===== src/rtl/fetch_prefetch_unit_pkg.sv =====
// Shared types and defaults for the LC-3 prefetching instruction fetch unit.
package lc3_fetch_pkg;

    localparam int unsigned DEF_ADDR_W   = 16;
    localparam int unsigned DEF_DATA_W   = 16;
    localparam logic [15:0] DEF_RESET_PC = 16'h3000;

    typedef enum logic [1:0] {
        ST_IDLE,
        ST_REQ,
        ST_DRAIN
    } fetch_state_e;

endpackage


===== src/rtl/fetch_prefetch_unit_queue.sv =====
// Synchronous FIFO holding fetched {pc, instruction} pairs; flush dominates push and pop.
module fetch_queue #(
    parameter int unsigned WIDTH = 32,
    parameter int unsigned DEPTH = 4
) (
    input  logic                       clk,
    input  logic                       rst,
    input  logic                       push,
    input  logic [WIDTH-1:0]           push_data,
    input  logic                       pop,
    input  logic                       flush,
    output logic [WIDTH-1:0]           head,
    output logic [$clog2(DEPTH+1)-1:0] count
);

    localparam int unsigned PTR_W = $clog2(DEPTH);
    localparam int unsigned CNT_W = $clog2(DEPTH + 1);

    logic [WIDTH-1:0] mem_q [DEPTH];
    logic [WIDTH-1:0] mem_d [DEPTH];
    logic [PTR_W-1:0] wr_ptr_q, wr_ptr_d;
    logic [PTR_W-1:0] rd_ptr_q, rd_ptr_d;
    logic [CNT_W-1:0] count_q, count_d;

    always_comb begin
        mem_d    = mem_q;
        wr_ptr_d = wr_ptr_q;
        rd_ptr_d = rd_ptr_q;
        count_d  = count_q;
        if (flush) begin
            wr_ptr_d = '0;
            rd_ptr_d = '0;
            count_d  = '0;
        end else begin
            if (push) begin
                mem_d[wr_ptr_q] = push_data;
                wr_ptr_d        = wr_ptr_q + 1'b1;
            end
            if (pop) begin
                rd_ptr_d = rd_ptr_q + 1'b1;
            end
            case ({push, pop})
                2'b10:   count_d = count_q + 1'b1;
                2'b01:   count_d = count_q - 1'b1;
                default: count_d = count_q;
            endcase
        end
    end

    always_ff @(posedge clk) begin
        if (!rst) begin
            wr_ptr_q <= '0;
            rd_ptr_q <= '0;
            count_q  <= '0;
        end else begin
            wr_ptr_q <= wr_ptr_d;
            rd_ptr_q <= rd_ptr_d;
            count_q  <= count_d;
        end
    end

    // Storage needs no reset: entries are only visible while counted.
    always_ff @(posedge clk) begin
        mem_q <= mem_d;
    end

    assign head  = mem_q[rd_ptr_q];
    assign count = count_q;

endmodule


===== src/rtl/fetch_prefetch_unit.sv =====
// LC-3 instruction fetch: one outstanding memory read at a time, results queued for decode.
module fetch_prefetch_unit
    import lc3_fetch_pkg::*;
#(
    parameter int unsigned       ADDR_W   = DEF_ADDR_W,
    parameter int unsigned       DATA_W   = DEF_DATA_W,
    parameter int unsigned       DEPTH    = 4,
    parameter logic [ADDR_W-1:0] RESET_PC = ADDR_W'(DEF_RESET_PC)
) (
    input  logic              clk,
    input  logic              rst,
    input  logic              enable_fetch,
    output logic              mem_req,
    output logic [ADDR_W-1:0] mem_addr,
    input  logic              mem_ack,
    input  logic [DATA_W-1:0] mem_rdata,
    input  logic              redirect,
    input  logic [ADDR_W-1:0] redirect_addr,
    output logic              inst_valid,
    input  logic              inst_ready,
    output logic [DATA_W-1:0] inst,
    output logic [ADDR_W-1:0] inst_pc,
    output logic [ADDR_W-1:0] inst_npc
);

    localparam int unsigned      CNT_W   = $clog2(DEPTH + 1);
    localparam logic [CNT_W-1:0] DEPTH_C = CNT_W'(DEPTH);

    fetch_state_e             state_q, state_d;
    logic [ADDR_W-1:0]        fetch_pc_q, fetch_pc_d;
    logic                     mem_req_q, mem_req_d;
    logic [ADDR_W-1:0]        mem_addr_q, mem_addr_d;
    logic                     q_push, q_pop, q_flush;
    logic [ADDR_W+DATA_W-1:0] q_head;
    logic [CNT_W-1:0]         q_count;

    always_comb begin
        state_d    = state_q;
        fetch_pc_d = fetch_pc_q;
        mem_req_d  = mem_req_q;
        mem_addr_d = mem_addr_q;
        q_push     = 1'b0;
        q_flush    = 1'b0;
        q_pop      = inst_valid && inst_ready;
        case (state_q)
            ST_IDLE: begin
                if (redirect) begin
                    q_flush    = 1'b1;
                    fetch_pc_d = redirect_addr;
                end else if (enable_fetch && (q_count < DEPTH_C)) begin
                    state_d    = ST_REQ;
                    mem_req_d  = 1'b1;
                    mem_addr_d = fetch_pc_q;
                end
            end
            ST_REQ: begin
                if (mem_ack) begin
                    state_d    = ST_IDLE;
                    mem_req_d  = 1'b0;
                    mem_addr_d = '0;
                    if (redirect) begin
                        q_flush    = 1'b1;
                        fetch_pc_d = redirect_addr;
                    end else begin
                        q_push     = 1'b1;
                        fetch_pc_d = fetch_pc_q + 1'b1;
                    end
                end else if (redirect) begin
                    // Memory still owes us a word; keep the handshake open and drop it later.
                    state_d    = ST_DRAIN;
                    q_flush    = 1'b1;
                    fetch_pc_d = redirect_addr;
                end
            end
            ST_DRAIN: begin
                if (redirect) begin
                    fetch_pc_d = redirect_addr;
                end
                if (mem_ack) begin
                    state_d    = ST_IDLE;
                    mem_req_d  = 1'b0;
                    mem_addr_d = '0;
                end
            end
            default: begin
                state_d   = ST_IDLE;
                mem_req_d = 1'b0;
            end
        endcase
    end

    always_ff @(posedge clk) begin
        if (!rst) begin
            state_q    <= ST_IDLE;
            fetch_pc_q <= RESET_PC;
            mem_req_q  <= 1'b0;
            mem_addr_q <= '0;
        end else begin
            state_q    <= state_d;
            fetch_pc_q <= fetch_pc_d;
            mem_req_q  <= mem_req_d;
            mem_addr_q <= mem_addr_d;
        end
    end

    fetch_queue #(
        .WIDTH (ADDR_W + DATA_W),
        .DEPTH (DEPTH)
    ) u_queue (
        .clk       (clk),
        .rst       (rst),
        .push      (q_push),
        .push_data ({fetch_pc_q, mem_rdata}),
        .pop       (q_pop),
        .flush     (q_flush),
        .head      (q_head),
        .count     (q_count)
    );

    assign mem_req    = mem_req_q;
    assign mem_addr   = mem_addr_q;
    assign inst_valid = (q_count != '0);
    assign inst       = inst_valid ? q_head[DATA_W-1:0] : '0;
    assign inst_pc    = inst_valid ? q_head[ADDR_W+DATA_W-1:DATA_W] : '0;
    assign inst_npc   = inst_valid ? q_head[ADDR_W+DATA_W-1:DATA_W] + 1'b1 : '0;

endmodule

===== config.mk =====
export PLATFORM = sky130hd
export DESIGN_NAME = fetch_prefetch_unit
export DESIGN_NICKNAME = d
export VERILOG_FILES = /design/src/rtl/fetch_prefetch_unit_pkg.sv /design/src/rtl/fetch_prefetch_unit_queue.sv /design/src/rtl/fetch_prefetch_unit.sv
export SDC_FILE = /design/constraint.sdc
export NUM_CORES = 1
export LEC_CHECK = 0
export BUFFER_PORTS_ARGS = -buffer_cell sky130_fd_sc_hd__buf_2
export CAP_MARGIN = 25
export CORE_MARGIN = 5
export CORE_UTILIZATION = 52
export DETAILED_ROUTE_END_ITERATION = 10
export HOLD_SLACK_MARGIN = 0.03
export PLACE_DENSITY = 0.78
export SLEW_MARGIN = 10
export SYNTH_ARGS = -nofsm -noshare
export SYNTH_HDL_FRONTEND = slang
export SYNTH_SLANG_ARGS = --single-unit

===== constraint.sdc =====
create_clock -name clk -period 2.4 [get_ports clk]
set_clock_uncertainty 0.2 [all_clocks]
set_input_delay 0.36 -clock clk [delete_from_list [all_inputs] [get_ports clk]]
set_output_delay 0.36 -clock clk [all_outputs]
set_load 0.1 [all_outputs]

==> flow_summary.toml <==
[yosys]
syn_nets = 571
synth_fa_ha_area_share_pct = 2.27
synth_cell_types = 61
synth_area_sq_um = 7500
synthXorXnorAreaFrac_pct = 1.75
synth_ff_type = "edfxtp_1"
synth-edff-count = 128
synthCells = 520
async_flop_share_pct = 0
synth.mux.area_fraction_pct = 10.2
yosysSeqAreaShare_pct = 62.4
ys_warn_count = 0
synth_seq_cells = 170
synth_top_family_by_area = "simple AND/OR/NAND/NOR gates"
synthSimpleGateAreaFrac_pct = 13.8
synth_compound_area_share_pct = 7.10
syn_area_per_cell_sq_um = 14.4

[finish]
drive_gt1_share_pct = 46.7
fillers = 819
regArea_sq_um = 4690
nNetsFinal = 751
synthToLayoutAreaGrowth_pct = 39.4
finish.instance_area_sq_um = 10500
multi_input_comb_area_sq_um = 3080

[power]
p_leak_uw = 0.00373
finalPower_uw = 7130
peakVddDrop_v = 0.000568
powerDensity_nw_per_um2 = 681

[clock_tree]
cts_made_buffers = 17
path_clk_slew_ns = 0.06
cts-root-buf = "clkbuf_16"
cts.sink_count = 170
h-tree-depth = 4
cts_buffer_depth = 2
tritoncts = "built"
clk_latency_ns = 0.42

[sta]
rsz0062_at_grt = "true"
setup_viol = 48
fin_ws_ns = -0.602
period_minus_slack_ns = 3.00
worstMarginPinSlew_ns = 0.586
slew_violations = 0
maxSlewHeadroom_pct = 60.9
fmax_mhz = 333
fin_crit_sh_pct = 125
hold_viol = 0

[die]
die_h_um = 130
die-area_sq_um = 16900
fp-row-count = 43
start_util_pct = 53.6
core-area_sq_um = 14000
die_w_um = 130
io_pins = 104

[global_routing]
grt_max_degree = 40
gr-total-overflow = 0
grt_util_all_layers_pct = 22.4
antenna_found_initial = 1
grt_pass1_wl_mm = 28.6
grt_pass1_vias = 5213

[critical_path]
reg2reg_from = "state_q[1]"
worstPathArrival_ns = 2.44
critPathRequiredTime_ns = 1.84
start_kind = "flop"
path_class = "flop to output pin"
worstSetupEndpointType = "output pin"
worst-path-max-fanout = 9
crit_start = "u_queue.rd_ptr_q[0]"

[drt]
dr.pass1.iters = 5
vias_per_cell = 5.83
drt-initial-drc-count = 470
drt_wl_total_mm = 18.8
drc = 0
wl_per_cell_um = 21.1
ant_nets = 0
vias = 5200

[run]
maxCapViolCount = 0

[outcome]
violations = "negative setup slack"
status = "complete, but fails checks"

[placement]
routabilityCongestion = 0.834
place_area_sq_um = 8990
pre_cts_slack_ns = -0.175
hpwl_mm = 11.2
io_buffer_count = 103

[worst_hold_path]
hp-class = "input port to flop"
hold_start = "redirect_addr[1]"
-- sequential cells by signal, indices dropped and copies added, names as in the netlist --
name              count
state_q               2
u_queue.mem_q       128
u_queue.rd_ptr_q      2
mem_req               1
fetch_pc_q           16
mem_addr             16
u_queue.count         3
u_queue.wr_ptr_q      2
-- worst max-delay path, cell delays in order, from the launching register on --
cell and delay [ns]:
dfxtp_4 0.37, buf_8 0.16, mux4_2 0.44, nand4_4 0.23
nor4b_4 0.34, xnor2_2 0.13, nor2_4 0.14, buf_12 0.18
-- power breakdown --
part,switching [uW],internal (uW)
Sequential,62.5,3240
Combinational,710,401
Clock,1100,1620
-- area by class of cell --
| cell class | count | share of cell area (%) |
|---|---|---|
| Inverter | 11 | 0.395 |
| Clock inverter | 12 | 1.44 |
| Clock buffer | 18 | 4.10 |
| Sequential cell | 170 | 44.8 |
| Multi-Input combinational cell | 313 | 29.4 |
| Tap cell | 180 | 2.15 |
| Antenna cell | 1 | 0.0239 |
| Timing Repair Buffer | 187 | 17.6 |
-- per-stage QoR --
step	util (%)	hold WS [ns]	TNS, ns	cells
global placement	64.3	0.277	-1.02	828
global route	74.8	0.0841	-18.31	892
detailed placement	64.3	0.296	-1.89	828
CTS	72.8	0.0551	-14.65	883
finish	74.8	0.0656	-15.47	892
floorplan	-	0.259	-3.61	520
-- routing by layer --
| metal | vias to the layer above | track usage [%] | routed length [um] |
|---|---|---|---|
| met1 | 2582 | 29.1 | 7720 |
| met5 | - | 0 | 0 |
| li1 | 2352 | - | - |
| met4 | 0 | 7.89 | 280 |
| met3 | 29 | 4.01 | 1170 |
| met2 | 237 | 38.3 | 9630 |
-- what timing repair did --
| action | CTS | global route |
|---|---|---|
| hold buffers | 17 | 0 |
| pin swaps | 10 | 19 |
| endpoints found under the hold margin | 65 | 0 |
| endpoints found under the setup margin | 49 | 55 |
| setup buffers | 7 | 8 |
| gates cloned | 1 | 0 |
| resized for setup | 112 | 43 |
-- kinds of logic (layout without fill, tap and decap cells) --
family | after synthesis | count (layout)
AO/OA/AOI/OAI | 78 | 78
XOR/XNOR | 15 | 15
adder cells (fa/ha/maj) | 13 | 13
buffers and inverters | 38 | 228
flip-flops | 170 | 170
multiplexers | 33 | 33
other | 0 | 1
AND/OR/NAND/NOR | 173 | 174
-- synthesized netlist by cell type (2+ instances only) --
cell type | n | area [sq um]
o21ai_0 | 17 | 85.1
o31ai_1 | 2 | 15.0
a211oi_1 | 3 | 22.5
inv_1 | 10 | 37.5
o221a_2 | 6 | 67.6
xor2_1 | 5 | 43.8
nor2b_1 | 20 | 125
nor3b_1 | 3 | 22.5
xnor2_1 | 10 | 87.6
or3_1 | 4 | 25.0
edfxtp_1 | 128 | 3840
buf_2 | 4 | 20.0
nor3_1 | 7 | 35.0
nor4_2 | 3 | 37.5
nand2b_1 | 2 | 12.5
and4_1 | 2 | 17.5
a22oi_1 | 17 | 128
nand3_1 | 7 | 35.0
and2_1 | 37 | 231
and3_1 | 6 | 37.5
buf_1 | 2 | 7.51
a2bb2oi_1 | 2 | 17.5
ha_1 | 12 | 150
nand4_1 | 6 | 37.5
or4_1 | 3 | 22.5
mux4_2 | 23 | 518
dfxtp_1 | 42 | 841
mux4_1 | 9 | 236
buf_6 | 2 | 22.5
nor4b_2 | 2 | 30.0
clkbuf_1 | 16 | 60.1
nand2_1 | 26 | 97.6
a21oi_1 | 20 | 100
nor2_1 | 34 | 128
nand4_4 | 2 | 42.5
-- placed cells by master, fill, tap and decap left out, types with 4 or more instances in the layout --
cell and n:
a21oi_1 16, a22oi_1 17, and2_1 5, and2_2 8
and2_4 24, and3_1 4, buf_12 31, buf_2 54
buf_4 47, buf_6 37, clkbuf_16 17, clkinvlp_4 4
dfxtp_1 40, dlygate4sd3_1 17, edfxtp_1 128, ha_1 7
inv_1 9, mux4_2 32, nand2_1 25, nand4_1 6
nor2_1 21, nor2_4 11, nor2b_1 20, nor3_1 4
o21ai_0 14, o221a_2 6, xnor2_2 8
-- path summary, 6_finish.rpt --
check	end	slack [ns]	cells after the start
min reg2reg	u_queue.wr_ptr_q[1]	0.31	2
max	inst_npc[12]	-0.60	7
min	fetch_pc_q[1]	0.07	3
max reg2reg	u_queue.count[2]	0.07	11
No activity file was read; power rests on OpenSTA's default activity.
